## config.mk

```make
export PLATFORM = sky130hd
export DESIGN_NAME = pe_requant_pack
export DESIGN_NICKNAME = d
export VERILOG_FILES = /design/src/rtl/pe_requant_pack.sv
export SDC_FILE = /design/constraint.sdc
export NUM_CORES = 1
export LEC_CHECK = 0
export CORE_UTILIZATION = 41
export DETAILED_ROUTE_END_ITERATION = 8
export PLACE_DENSITY_LB_ADDON = 0.2
export RECOVER_POWER = 25
export SYNTH_ARGS = -nofsm -noshare
export SYNTH_HDL_FRONTEND = slang
export SYNTH_SLANG_ARGS = --single-unit
export TNS_END_PERCENT = 10
```

## constraint.sdc

```tcl
create_clock -name clk -period 7.9 [get_ports clk]
set_input_delay 1.975 -clock clk [delete_from_list [all_inputs] [get_ports clk]]
set_output_delay 1.975 -clock clk [all_outputs]
set_load 0.01 [all_outputs]
```

## src/rtl/pe_requant_pack.sv

```systemverilog
// pe_requant_pack
// Output stage of a PE MAC lane. Each completed MAC result is requantized
// (bias add, round-half-up right shift, ReLU / ReLU6 clamp, saturation to
// OW-bit unsigned). PACK results are packed into one word, and the words are
// queued in a DEPTH-entry FIFO for the activation write-back path.
//
// Ports
//   clk, rst               clock; asynchronous active-high reset
//   mac_result, mac_done   accumulated result and its one-cycle strobe
//   bias, shift            signed bias and right-shift amount (0..31)
//   relu6_en, six_q        select upper clamp: six_q, or 2^OW-1
//   flush                  one-cycle strobe; emits a partially filled word
//   out_data, out_valid    FIFO head word (lane 0 in the LSBs) and non-empty flag
//   out_ready              consumer accepts the head on out_valid & out_ready
//   overflow               sticky; a completed word was dropped on a full FIFO
module pe_requant_pack #(
    parameter int DW    = 32,
    parameter int OW    = 8,
    parameter int PACK  = 4,
    parameter int DEPTH = 4
) (
    input  logic                 clk,
    input  logic                 rst,
    input  logic [DW-1:0]        mac_result,
    input  logic                 mac_done,
    input  logic [DW-1:0]        bias,
    input  logic [4:0]           shift,
    input  logic                 relu6_en,
    input  logic [OW-1:0]        six_q,
    input  logic                 flush,
    output logic [PACK*OW-1:0]   out_data,
    output logic                 out_valid,
    input  logic                 out_ready,
    output logic                 overflow
);
    localparam int LW = (PACK > 1) ? $clog2(PACK) : 1;
    localparam int AW = (DEPTH > 1) ? $clog2(DEPTH) : 1;

    // Valid / flush tokens travel with the data; index = stage number.
    logic [3:1] vld_pipe, fl_pipe;

    // S1: widened sum plus the per-element controls.
    logic signed [DW:0]   s1_sum;
    logic [4:0]           s1_shift;
    logic                 s1_r6, s2_r6;
    logic [OW-1:0]        s1_six, s2_six;
    // S2: rounded, shifted value. S3: clamped quantized value.
    logic signed [DW+1:0] s2_r;
    logic [OW-1:0]        s3_q;

    logic signed [DW+1:0] rnd, rsum, r_d;
    logic [DW+1:0]        hi_ext;
    logic [OW-1:0]        hi, q_d;

    // Rounding constant 2^(shift-1); only meaningful for shift != 0.
    always_comb begin
        rnd = '0;
        if (s1_shift != 5'd0)
            rnd = $signed({{(DW+1){1'b0}}, 1'b1} << (s1_shift - 5'd1));
        // One extra bit of headroom so sum + rnd never wraps.
        rsum = $signed({s1_sum[DW], s1_sum}) + rnd;
        r_d  = rsum >>> s1_shift;
    end

    always_comb begin
        hi     = s2_r6 ? s2_six : {OW{1'b1}};
        hi_ext = {{(DW+2-OW){1'b0}}, hi};
        if (s2_r[DW+1])
            q_d = '0;
        else if ($unsigned(s2_r) > hi_ext)
            q_d = hi;
        else
            q_d = s2_r[OW-1:0];
    end

    always_ff @(posedge clk or posedge rst) begin
        if (rst) begin
            vld_pipe <= '0;
            fl_pipe  <= '0;
            s1_sum   <= '0;
            s1_shift <= '0;
            s1_r6    <= 1'b0;
            s1_six   <= '0;
            s2_r     <= '0;
            s2_r6    <= 1'b0;
            s2_six   <= '0;
            s3_q     <= '0;
        end else begin
            vld_pipe <= {vld_pipe[2:1], mac_done};
            fl_pipe  <= {fl_pipe[2:1], flush};
            s1_sum   <= $signed({mac_result[DW-1], mac_result}) + $signed({bias[DW-1], bias});
            s1_shift <= shift;
            s1_r6    <= relu6_en;
            s1_six   <= six_q;
            s2_r     <= r_d;
            s2_r6    <= s1_r6;
            s2_six   <= s1_six;
            s3_q     <= q_d;
        end
    end

    // Packer. The staged lanes are cleared on every push, so lanes not yet
    // written in a partial word already read as zero.
    logic [LW-1:0]                lane, lane_n;
    logic [PACK-2:0][OW-1:0]      staged, staged_n;
    logic [OW-1:0]                top_lane;
    logic                         push;
    logic [PACK*OW-1:0]           push_word;

    always_comb begin
        staged_n = staged;
        top_lane = '0;
        push     = 1'b0;
        lane_n   = lane;
        if (vld_pipe[3]) begin
            if (lane == LW'(PACK-1)) begin
                top_lane = s3_q;
                push     = 1'b1;
                lane_n   = '0;
            end else begin
                for (int i = 0; i < PACK-1; i++)
                    if (lane == LW'(i)) staged_n[i] = s3_q;
                lane_n = lane + LW'(1);
            end
        end
        // Flush acts after the insert; a word that just completed leaves
        // lane_n at 0, which makes the flush a no-op.
        if (fl_pipe[3] && lane_n != '0) begin
            push   = 1'b1;
            lane_n = '0;
        end
        push_word = {top_lane, staged_n};
    end

    always_ff @(posedge clk or posedge rst) begin
        if (rst) begin
            lane   <= '0;
            staged <= '0;
        end else begin
            lane   <= lane_n;
            staged <= push ? '0 : staged_n;
        end
    end

    // Output FIFO.
    logic [DEPTH-1:0][PACK*OW-1:0] mem;
    logic [AW-1:0]                 wr_ptr, rd_ptr;
    logic [AW:0]                   count;
    logic                          full, pop, wr_en;

    assign full      = (count == (AW+1)'(DEPTH));
    assign out_valid = (count != '0);
    assign pop       = out_valid & out_ready;
    // A pop in the same cycle frees the slot, so a push on full is accepted.
    assign wr_en     = push & (~full | pop);
    assign out_data  = out_valid ? mem[rd_ptr] : '0;

    always_ff @(posedge clk) begin
        if (wr_en) mem[wr_ptr] <= push_word;
    end

    always_ff @(posedge clk or posedge rst) begin
        if (rst) begin
            wr_ptr   <= '0;
            rd_ptr   <= '0;
            count    <= '0;
            overflow <= 1'b0;
        end else begin
            if (wr_en) wr_ptr <= wr_ptr + AW'(1);
            if (pop)   rd_ptr <= rd_ptr + AW'(1);
            case ({wr_en, pop})
                2'b10:   count <= count + (AW+1)'(1);
                2'b01:   count <= count - (AW+1)'(1);
                default: count <= count;
            endcase
            if (push && full && !pop) overflow <= 1'b1;
        end
    end

endmodule
```

== Word-level counts from Yosys, hierarchy flattened ==
Cells that the tools add are included.

* Register bits after elaboration: 266
* Bits in latches: 0
* RAM bits: 0
* Bits in read-only memories: 0
* Input bits: 83
* Output and inout bits: 34
* Logic and storage cells: 81
* Memories: 0

* Add/subtract/negate cells: 8
* Multiply operators: 0
* Div/mod/pow operators: 0
* $lt $le $gt $ge: 4
* Equal/unequal tests: 6
* Shifts and indexed selects: 2
* Mux-type cells: 25
* Bitwise gates (word level): 4
* Reduce and logical (&&, ||, !) cells: 10

{| class="wikitable"
|+ Operators by type and width
! cell !! number
|-
| $bwmux 128 || 1
|-
| $mux 32 || 3
|-
| $mux 24 || 3
|-
| $bmux 32 s2 || 1
|-
| $demux 32 s2 || 1
|-
| $mux 8 || 8
|-
| $add 33x34->34 || 1
|-
| $gt 34x8->1 || 1
|-
| $mux 34 || 1
|-
| $shl 1x5->34 const A || 1
|-
| $sshr 34x5->34 || 1
|-
| $add 32x32->33 || 1
|-
| $add 2x1->2 const B || 3
|-
| $eq 2x2->1 const B || 3
|-
| $lt 2x3->1 const B || 2
|-
| $mux 2 || 3
|-
| $pmux 3 s2 || 1
|-
| $reduce_bool 5->1 || 1
|-
| $sub 5x1->5 const B || 1
|-
| $eq 2x1->1 const B || 2
|-
| $logic_and 1x1->1 || 4
|-
| $reduce_bool 2->1 || 2
|-
| $add 3x1->3 const B || 1
|-
| $eq 3x3->1 const B || 1
|-
| other kinds (9) || 12
|}

== Longest topological paths before layout ==
Gate-level depths: netlist (run 1).

* Depth in word-level cells: 9
* Mapped depth: 20
* Gate-level depth less buffers: 16

== Worst setup path before layout (run 1) ==
Ideal clock, no wire load.

* Path type: register to register
* Start point: reg s1_shift[2]
* End point: reg s2_r[14]
* Library setup time: 126 ps
* Arrival: 4,719 ps
* Data required time: 7,774 ps
* Slack: 3,055 ps
* Stages on the path, launching flop included: 18
* Buffers on the path: 2
* Period minus slack after synthesis: 4,845 ps
* Path through: dfrtp_1 > clkbuf_1 > inv_1 > clkbuf_1 > nand2_1 > nor2_1 > ha_1 > fa_1 > a211o_1 > a2111o_1 > a2111oi_4 > or3_4 > a21oi_4 > or3_1 > and2_1 > mux2_4 > mux4_2 > a221o_1

* Word-level cells in the longest chain between the ends: 5
* Elaborated cells on any way between the ends: 6
* Classes of those cells: add/sub: 2; shift: 2; mux: 1; reduce/logical: 1

{| class="wikitable"
|+ RTL lines
! item !! line !! RTL
|-
| start: declaration || 44 || <nowiki>logic [4:0] s1_shift;</nowiki>
|-
| start signal: assignment || 92 || <nowiki>s1_shift <= shift;</nowiki>
|-
| $sub 5x1->5 || 59 || <nowiki>rnd = $signed({{(DW+1){1'b0}}, 1'b1} << (s1_shift - 5'd1));</nowiki>
|-
| $shl 1x5->34 || 59 ||
|-
| $mux 34 || 58 || <nowiki>if (s1_shift != 5'd0)</nowiki>
|-
| $add 33x34->34 || 61 || <nowiki>rsum = $signed({s1_sum[DW], s1_sum}) + rnd;</nowiki>
|-
| $sshr 34x5->34 * || 62 || <nowiki>r_d = rsum >>> s1_shift;</nowiki>
|-
| via r_d[14] || 51 || <nowiki>logic signed [DW+1:0] rnd, rsum, r_d;</nowiki>
|-
| end signal: assignment || 95 || <nowiki>s2_r <= r_d;</nowiki>
|-
| end: declaration || 48 || <nowiki>logic signed [DW+1:0] s2_r;</nowiki>
|}

The timed path passes the listed nets; every way through them passes the cells marked *.
A chain may end at the register's enable or synchronous reset.

== Worst setup path after layout (run 1) ==
* Start point: reg s1_shift[3]
* End point: reg s2_r[4]

The elaborated chain is that of the path after synthesis.

==> metrics.md, run 1 <==
| Metric | Value |
|---|---|
| Area Overhead vs Synth | 17.2% |
| Nets | 1686 |
| Async SR Flop Fraction | 0.519 |
| CTS H-tree lvls | 1 |
| Crit-path cells | buf_4 > nor2_1 > nand2_1 > nor2_1 > ha_1 > a211o_1 > a2111o_1 > a2111oi_4 > or3_4 > a21oi_2 > or4_1 > nand4_1 > a22oi_1 > mux4_2 > mux2_2 |
| Req. time, crit path | 8310 ps |
| # IOs | 117 |
| GR Util met3 | 0.0210 |
| Cells after Synth | 1424 |
| Vias in the first global route | 11782 |
| Met2 GRT Util | 0.383 |
| Crit share post-route | 0.719 |
| Lkg Pwr | 0.00739 µW |
| RSZ-0062 raised after global routing | no |
| Synth Cell Area | 15800 µm² |
| Largest net degree at the start of global routing | 75 |
| First-pass GRT wire length | 65100 µm |
| Root buf cell | clkbuf_16 |
| Primary FF master, synth | dfrtp_1 |
| Slew Viols, Final | 0 |
| Core area | 37800 µm² |
| Die X | 198 µm |
| Post-layout instance area | 18500 µm² |
| Post-cts resize count | 0 |
| Final Critical Period | 5680 ps |
| Slew at the pin closest to its max-slew limit | 968 ps |
| Pwr/cell area | 271 nW/µm² |
| VDD IR max | 140 µV |
| Fmax | 176 MHz |
| Placement Cell Area | 17500 µm² |
| Met1 Use GR | 0.267 |
| Fillers | 3431 |
| Global routing's busiest layer | met2 |
| Ranking of synthesized cells by area | edfxtp_1 (24%), dfrtp_1 (22%), mux4_2 (7.4%), ha_1 (6.4%), mux2_2 (3.0%) |
| Slowest CP cell | nor2_1 |
| DRC viols | 0 |
| GRT Overall Usage | 0.212 |
| # diodes | 0 |
| Fin. Hold Viols | 0 |
| Sequential share of the synthesized area | 0.462 |
| Yosys reg bits | 266 |
| Ratio of cells with drive above 1 in the final layout | 0.111 |
| Origin of the critical flop-to-flop path | s1_shift[3] |
| CTS tree | done |
| Rows | 71 |
| Peak per-stage delay on the critical path | 640 ps |
| Crit path max fanout | 13 |
| DIE HEIGHT | 198 µm |
| GR Overflow Total | 0 |
| WP data arrival | 6090 ps |
| Total wire length | 40900 µm |
| Hold buffer count at cts | 0 |
| Pre-CTS setup slack | 2320 ps |
| First-pass DRT Iterations | 7 |
| Clk slew on worst S/H paths | 60 ps |
| Setup TNS | 0 ps |
| Share of the synthesized area in the top cell type | 0.243 |
| Num CTS Buffers | 29 |
| CP Capture Type | flip-flop |
| Setup ws final | 2220 ps |
| Synthesized netlist net count | 1591 |
| Initial Util | 0.418 |
| Total of max-cap violations | 0 |
| Distinct cells, synth | 81 |
| Number of port buffers | 116 |
| Fin util | 0.490 |
| Die footprint | 39300 µm² |
| Routed vias/inst | 5.73 |
| Routed vias | 11768 |
| Type of the worst min-delay path | flip-flop to flip-flop |
| Post-DR wirelength/cell | 19.9 µm |
| Yosys top cell by area | edfxtp_1 |
| ANT nets after route | 0 |
| Syn Area/Cell | 11.1 µm² |
| Setup crit start kind | flip-flop |
| Final Power | 5020 µW |
| YS warnings | 0 |
| Clock buffer depth | 3 |
| CP Class | flip-flop to flip-flop |
| Clk_skew | 12.1 ps |
| Run status | complete, no violations |
| Number of synthesized flops with an enable pin | 128 |
| Crit. Startpoint | s1_shift[3] |
| Skew-Pair Late Insertion Delay | 540 ps |
| DRT iter0 DRCs | 673 |
| Min-delay src | s1_six[2] |
| Initial antenna violation count | 0 |
| Final Setup Violations | 0 |
| CP dominant cell by count | nor2_1 |
| Clk sink count | 266 |
| Relative slew slack | 0.354 |
| HPWL after DPL | 29600 µm |
| Setup Buffers After CTS | 0 |
| Reg area | 7300 µm² |
| Area of the multi-input gates | 8110 µm² |
| Routability congestion estimate | 0.912 |
## routing by layer
layer / wire (µm) / part of all wire
met2: 20800 / 0.51
met3: 1470 / 0.036
met1: 17500 / 0.43
met4: 1090 / 0.027
met5: 0 / 0
## cell usage after synthesis, types with 18 or more instances
cell type / count
xnor2_1: 32
edfxtp_1: 128
nor3_1: 29
nor2_1: 113
nor2b_1: 41
mux2i_1: 18
o21a_1: 22
a21oi_1: 87
mux2_2: 42
ha_1: 81
nand2_1: 94
nand3_1: 31
o211ai_1: 21
mux4_2: 52
a21o_1: 35
xor2_1: 23
a211oi_1: 25
o21ai_0: 55
dfrtp_1: 138
inv_1: 36
and2_1: 46
clkbuf_1: 57
## kinds of logic (layout without fill, tap and decap cells)
family	Yosys count	after routing	share of synthesized area
AOI/OAI and AO/OA	361	361	0.157
other	1	1	0.000237
muxes	114	114	0.118
xor gates and xnor gates	55	55	0.0305
adders and majority gates	84	84	0.0680
DFF	266	266	0.462
buffers and inverters	106	223	0.0252
and+or+nand+nor	437	437	0.139
## worst max-delay path: cells and delay by family (launching register included)
kind                     cells  cell delay (ps)
AND/OR/NAND/NOR              6             1990
AO/OA/AOI/OAI                5             1590
multiplexers                 2              830
flip-flops                   1              560
adder cells (fa/ha/maj)      1              310
buffers and inverters        1              270
## per-stage QoR
step / hold slack (ps) / std cells
CTS: 349 / 2052
finish: 347 / 2052
global route: 350 / 2052
global placement: 334 / 1999
floorplan: 331 / 1424
detailed placement: 335 / 1999
## final timing paths
kind	to	slack, ps	cells past startpoint
min	s2_six[2]	350	0
min reg2reg	s2_six[2]	350	0
max	s2_r[4]	2220	15
min in group asynchronous	s1_sum[31]	1950	2
max reg2reg	s2_r[4]	2220	15
max in group asynchronous	s2_r[18]	4650	3
## cells in the final DEF (no fill, tap or decap), types with 22 or more instances in the layout
cell type,count
clkbuf_16,30
ha_1,81
a21oi_1,86
clkdlybuf4s50_1,100
nor3_1,29
edfxtp_1,128
inv_1,35
mux2_2,24
xnor2_1,32
a21o_1,35
mux4_2,52
dfrtp_1,136
nand3_1,31
nor2b_1,41
xor2_1,23
and2_1,42
o21a_1,22
o21ai_0,55
nand2_1,94
nor2_1,113
a211oi_1,25
## report_power, final
part | internal (µW) | switching, µW
Combinational | 862 | 891
Sequential | 1710 | 136
Clock | 889 | 539
## cell type report
type,count,share of cell area
tap,511,0.0345
clock buffer,41,0.0466
inverter,37,0.00777
multi-input combinational,1052,0.438
clock inverter,12,0.00926
timing repair buffer,133,0.0696
sequential,266,0.394
## state kept, by name (all words and copies together), names as in the netlist, 3 cells and up
name and flops:
vld_pipe 3, fl_pipe 3, mem 128, s2_six 8, staged 24, s2_r 34
s1_six 8, s3_q 8, count 3, s1_sum 33, s1_shift 5
Power figures use the tool's default switching activity.
==> inputs of run 2 (changes only) <==
==> constraint.sdc (replaced) <==
create_clock -name clk -period 5.2 [get_ports clk]
set_input_delay 1.3 -clock clk [delete_from_list [all_inputs] [get_ports clk]]
set_output_delay 1.3 -clock clk [all_outputs]
set_load 0.01 [all_outputs]
==> run 2 against run 1 <==
Net effect:
- the run now ends with max-capacitance violations, max-slew violations left
- via count grew 1.3%
- maximum frequency up 21%
- clock power up 57%
- utilization grew 0.82 points
- cell area grew 1.7%
- sequential cell count did not move
- register-to-register slack got worse by 1700 ps
- combinational power increased by 55%
- critical endpoint is now s2_r[2]
- largest power group unchanged
==> metrics.md, run 2 (synthesis results as in run 1) <==
| Metric | Value |
|---|---|
| Area Overhead vs Synth | 19.2% |
| GR Overflow Total | 0 |
| Pwr/cell area | 413 nW/µm² |
| Fillers | 3421 |
| Buf/Inv on CP | 3 |
| Run status | finished with violations |
| Root buf cell | clkbuf_16 |
| Relative slew slack | -1.05 |
| Max FFs per register | 128 |
| Post-layout instance area | 18800 µm² |
| Final Setup Violations | 0 |
| DIE HEIGHT | 198 µm |
| Die footprint | 39300 µm² |
| Peak per-stage delay on the critical path | 530 ps |
| RSZ-0062 raised after global routing | no |
| Commonest non-fill, non-tap cell in the layout | dfrtp_1 |
| VDD IR max | 232 µV |
| Slew at the pin closest to its max-slew limit | 3080 ps |
| Ratio of cells with drive above 1 in the final layout | 0.141 |
| Clk_skew | 17.8 ps |
| Type of the worst min-delay path | flip-flop to flip-flop |
| Num CTS Buffers | 28 |
| Routed vias/inst | 5.71 |
| Biggest register | mem |
| Post-cts resize count | 0 |
| Crit-path cells | buf_4 > clkinv_1 > nand2_1 > nor3_1 > ha_1 > nand4_1 > o22ai_1 > a211oi_1 > nor4b_1 > o21ai_0 > nor3_1 > buf_4 > nor3_1 > or4_1 > o41a_1 > a221oi_1 |
| DRT iter0 DRCs | 828 |
| Placement Cell Area | 17800 µm² |
| CP Class | flip-flop to flip-flop |
| Rows | 71 |
| CTS tree | done |
| Commonest non-fill, non-tap cells in the layout | dfrtp_1 (136), edfxtp_1 (128), nor2_1 (113) |
| # IOs | 117 |
| GRT Overall Usage | 0.212 |
| DRC viols | 0 |
| Nets | 1722 |
| Initial Util | 0.418 |
| Hold buffer count at cts | 0 |
| Top delay family on crit path | simple AND/OR/NAND/NOR gates |
| Slew Viols, Final | 75 |
| Regs by FF count | mem: 128 flops, s2_r: 34 flops, s1_sum: 33 flops |
| Skew-Pair Late Insertion Delay | 550 ps |
| Core area | 37800 µm² |
| Crit path max fanout | 10 |
| Setup TNS | 0 ps |
| Routability congestion estimate | 0.958 |
| Clock buffer depth | 3 |
| Fmax | 213 MHz |
| CTS H-tree lvls | 1 |
| Total of max-cap violations | 1 |
| Routed vias | 11924 |
| First-pass DRT Iterations | 5 |
| Setup Buffers After CTS | 0 |
| CP Capture Type | flip-flop |
| Slowest CP cell | or4_1 |
| First-pass GRT wire length | 64900 µm |
| Total wire length | 40700 µm |
| Req. time, crit path | 5610 ps |
| Clk sink count | 266 |
| Number of port buffers | 116 |
| Die X | 198 µm |
| Crit share post-route | 0.902 |
| Vias in the first global route | 11839 |
| WP data arrival | 5100 ps |
| Failing checks | max-capacitance violations, max-slew violations |
| HPWL after DPL | 29800 µm |
| Clk slew on worst S/H paths | 60 ps |
| Largest net degree at the start of global routing | 76 |
| ANT nets after route | 0 |
| Initial antenna violation count | 1 |
| Setup crit start kind | flip-flop |
| Post-DR wirelength/cell | 19.5 µm |
| Final Critical Period | 4690 ps |
| # diodes | 0 |
| Fin. Hold Viols | 0 |
| Lkg Pwr | 0.00756 µW |
| CP dominant cell by count | nor3_1 |
[run 2: changes by cell type in the layout (fill, tap and decap cells not counted), sizes merged]
cell / previous run / this run
bufinv: 4 / 7
inv: 39 / 37
buf: 17 / 54
clkdlybuf4s50: 100 / 99
dlygate4sd3: 16 / 17
clkinv: 5 / 7
clkbuf: 41 / 35
clkinvlp: 1 / 3
[run 2: final cells by class]
cell class                      count  area [µm²]  share of cell area
Tap cell                          511         639              0.0340
Clock buffer                       35         779              0.0414
Multi-Input combinational cell   1052        8110               0.431
Timing Repair Buffer              170        1580              0.0839
Clock inverter                     17         278              0.0148
Inverter                           37         139             0.00738
Sequential cell                   266        7300               0.388
[run 2: worst register-to-register path, stage by stage, from the launching register on]
cell and delay [ps]:
dfrtp_1 370, buf_4 210, clkinv_1 160, nand2_1 170, nor3_1 100, ha_1 400
nand4_1 120, o22ai_1 400, a211oi_1 180, nor4b_1 420, o21ai_0 250, nor3_1 350
buf_4 200, nor3_1 80, or4_1 530, o41a_1 210, a221oi_1 420
[run 2: final timing paths]
kind | start | endpoint | slack, ps | cells past startpoint
worst min register to register | vld_pipe[2] | vld_pipe[3] | 340 | 0
max in group asynchronous | rst | rd_ptr[0] | 1060 | 2
worst max-delay path | s1_shift[4] | s2_r[2] | 510 | 16
worst min-delay path | vld_pipe[2] | vld_pipe[3] | 340 | 0
min in group asynchronous | rst | s1_sum[32] | 2170 | 2
worst max register to register | s1_shift[4] | s2_r[2] | 510 | 16
[run 2: layer usage]
layer  part of all wire  vias to the layer above  global-route usage
met5                  0                        -                   0
met4              0.035                        0              0.0752
met3              0.044                       82              0.0230
met2               0.51                      328               0.379
met1               0.42                     5865               0.263
li1                   -                     5649                   -
[run 2: per-stage QoR]
step	setup WS, ps	util	hold WS, ps	power [µW]	cells
after CTS	536	0.499	348	7850	2088
after floorplan	204	-	331	4530	1424
after global routing	188	0.498	356	8190	2088
final	510	0.498	344	7760	2088
after detailed placement	358	0.471	336	5580	2036
after global placement	393	0.471	337	5540	2036
[run 2: power by group]
part           internal, µW  switching (µW)
logic                  1350            1370
clock network          1410             832
registers              2590             201
total                  5360            2410
==> inputs of run 3 (changes only) <==
--- a/config.mk
+++ b/config.mk
@@ -5,6 +5,7 @@
 export SDC_FILE = /design/constraint.sdc
 export NUM_CORES = 1
 export LEC_CHECK = 0
+export CORE_MARGIN = 2
 export CORE_UTILIZATION = 41
 export DETAILED_ROUTE_END_ITERATION = 8
 export PLACE_DENSITY_LB_ADDON = 0.2
==> constraint.sdc (replaced) <==
create_clock -name clk -period 5.2 [get_ports clk]
set_input_delay 1.3 -clock clk [delete_from_list [all_inputs] [get_ports clk]]
set_output_delay 1.3 -clock clk [all_outputs]
set_load 0.05 [all_outputs]
==> run 3 against run 2 <==
Net effect:
- the flow still finishes with violations (max-capacitance violations, max-slew violations)
- routed wire length barely moved
- first-iteration DRC count fell by 16%
- non-clock buffer count fell by 7
- critical path depth did not move
- sequential share of layout area rose by 0.30 points
- maximum frequency fell by 1.5%
- utilization fell by 0.50 points
- global-route usage fell by 1.1 points
- sequential cell count did not move
- register-to-register slack got worse by 70 ps
- power rose by 4.7%
- critical endpoint is now s2_r[15]
- highest routed layer unchanged
==> metrics.md, run 3 (synthesis results as in run 1) <==
| Metric | Value |
|---|---|
| Biggest register | mem |
| Clk sink count | 266 |
| Setup TNS | 0 ps |
| Ratio of cells with drive above 1 in the final layout | 0.136 |
| Slowest CP cell | a2111o_1 |
| RSZ-0062 raised after global routing | no |
| Crit share post-route | 0.916 |
| Reg2Reg Capture Point | s2_r[15] |
| Area of the multi-input gates | 8110 µm² |
| Regs by FF count | mem: 128 flops, s2_r: 34 flops, s1_sum: 33 flops |
| Req. time, crit path | 5620 ps |
| GR Overflow Total | 0 |
| Pwr/cell area | 435 nW/µm² |
| CP Capture Type | flip-flop |
| Core area | 37800 µm² |
| Lkg Pwr | 0.00749 µW |
| # IOs | 117 |
| Placement Cell Area | 17700 µm² |
| Routed vias/inst | 5.64 |
| WP data arrival | 5190 ps |
| Clk_skew | 12.1 ps |
| Hold path endpoint | s2_six[1] |
| Failing checks | max-capacitance violations, max-slew violations |
| Initial antenna violation count | 0 |
| # diodes | 0 |
| Post-DR wirelength/cell | 19.5 µm |
| Min-delay src | s1_six[1] |
| Largest net degree at the start of global routing | 72 |
| Post-layout instance area | 18700 µm² |
| Slew Viols, Final | 68 |
| Commonest non-fill, non-tap cells in the layout | dfrtp_1 (136), edfxtp_1 (128), nor2_1 (113) |
| Inst Count DP | 2029 |
| CTS H-tree lvls | 1 |
| Slew at the pin closest to its max-slew limit | 2910 ps |
| Final Critical Period | 4760 ps |
| ANT nets after route | 0 |
| Die footprint | 40100 µm² |
| Hold path cells | 0 |
| First-pass GRT wire length | 64900 µm |
| Rows | 71 |
| CP Class | flip-flop to flip-flop |
| Run status | finished with violations |
| Num CTS Buffers | 28 |
| Commonest non-fill, non-tap cell in the layout | dfrtp_1 |
| Reg2Reg Depth | 16 |
| Relative slew slack | -0.938 |
| Routability congestion estimate | 0.932 |
| Skew-Pair Late Insertion Delay | 550 ps |
| Number of port buffers | 116 |
| Fmax | 210 MHz |
| Crit path max fanout | 4 |
| Total of max-cap violations | 1 |
| Fin. Hold Viols | 0 |
| Reg area | 7300 µm² |
| Clk slew on worst S/H paths | 60 ps |
| Nets | 1715 |
| Reg2Reg Setup Slack | 440 ps |
| DRC viols | 0 |
| VDD IR max | 282 µV |
| Setup crit start kind | flip-flop |
| Fillers | 3517 |
| Hold buffer count at cts | 0 |
| Crit-path cells | inv_1 > nand2_1 > nor2_1 > ha_1 > fa_1 > a211o_1 > a2111o_1 > a2111oi_4 > buf_4 > nor4b_1 > or3_1 > and2_1 > mux4_2 > mux2_2 > mux2_2 > o211a_1 |
| DIE HEIGHT | 200 µm |
| Non-filler cells, final | 2081 |
| Die X | 200 µm |
| Initial Util | 0.417 |
| Clock buffer depth | 3 |
| Origin of the critical flop-to-flop path | s1_shift[2] |
| HPWL after DPL | 29900 µm |
| Post-cts resize count | 0 |
| Area Overhead vs Synth | 18.3% |
| Vias in the first global route | 11949 |
| Setup Buffers After CTS | 0 |
| DRT iter0 DRCs | 699 |
| CP dominant cell by count | mux2_2 |
| Routed vias | 11734 |
| Type of the worst min-delay path | flip-flop to flip-flop |
| CTS tree | done |
| GRT Overall Usage | 0.201 |
| Crit. Startpoint | s1_shift[2] |
| First-pass DRT Iterations | 5 |
| Peak per-stage delay on the critical path | 450 ps |
| Final Setup Violations | 0 |
| Total wire length | 40700 µm |
| Root buf cell | clkbuf_16 |
| Max FFs per register | 128 |
run 3: cell count changes in the layout (fill, tap and decap cells not counted), sizes merged:
cell           before  now
buf                54   46
bufinv              7    4
clkinv              7    9
clkbuf             35   36
clkdlybuf4s50      99   98
clkinvlp            3    4
dlygate4sd3        17   18
run 3: final cells by class:
type	count	area share
multi-input cells	1052	0.434
well taps	511	0.0342
clock buffers	35	0.0406
inverters	37	0.00744
flip-flops and latches	266	0.391
clock inverters	17	0.0106
repair buffers	163	0.0822
run 3: metal layers:
layer | vias up | share of wire | track usage
met2 | 277 | 0.51 | 0.364
li1 | 5646 | - | -
met3 | 68 | 0.035 | 0.0210
met1 | 5743 | 0.43 | 0.254
met4 | 0 | 0.025 | 0.0577
met5 | - | 0 | 0
run 3: where the power goes:
| part | switching, µW | total [µW] | leakage (µW) | internal [µW] |
|---|---|---|---|---|
| Clock | 809 | 2040 | 0.000461 | 1230 |
| Combinational | 1950 | 3300 | 0.00418 | 1340 |
| Sequential | 198 | 2790 | 0.00284 | 2590 |
run 3: worst max path at each step:
| stage | to | slack (ps) | depth (start not counted) |
|---|---|---|---|
| 2_1_floorplan | count[0] | 200 | 1 |
| 3_3_place_gp | s1_sum[31] | 370 | 12 |
| 3_5_place_dp | s1_sum[31] | 320 | 12 |
| 4_1_cts | s2_r[15] | 450 | 16 |
| 5_1_grt | s2_r[2] | 110 | 18 |
| 6_report | s2_r[15] | 440 | 16 |
run 3: critical path: cells and delay by family, from the launching register on:
family                     cells  cell delay, ps
muxes                          3            1030
AOI/OAI and AO/OA              4            1360
adders and majority gates      2             650
and+or+nand+nor                5             900
DFF                            1             390
buffers and inverters          2             310
run 3: per-stage QoR:
step / total power [µW] / setup slack, ps / hold WS [ps] / util
6_report: 8130 / 436 / 345 / 0.493
2_1_floorplan: 5120 / 204 / 331 / -
4_1_cts: 8210 / 452 / 347 / 0.494
3_5_place_dp: 6150 / 316 / 335 / 0.468
3_3_place_gp: 6120 / 369 / 334 / 0.468
5_1_grt: 8560 / 107 / 353 / 0.493
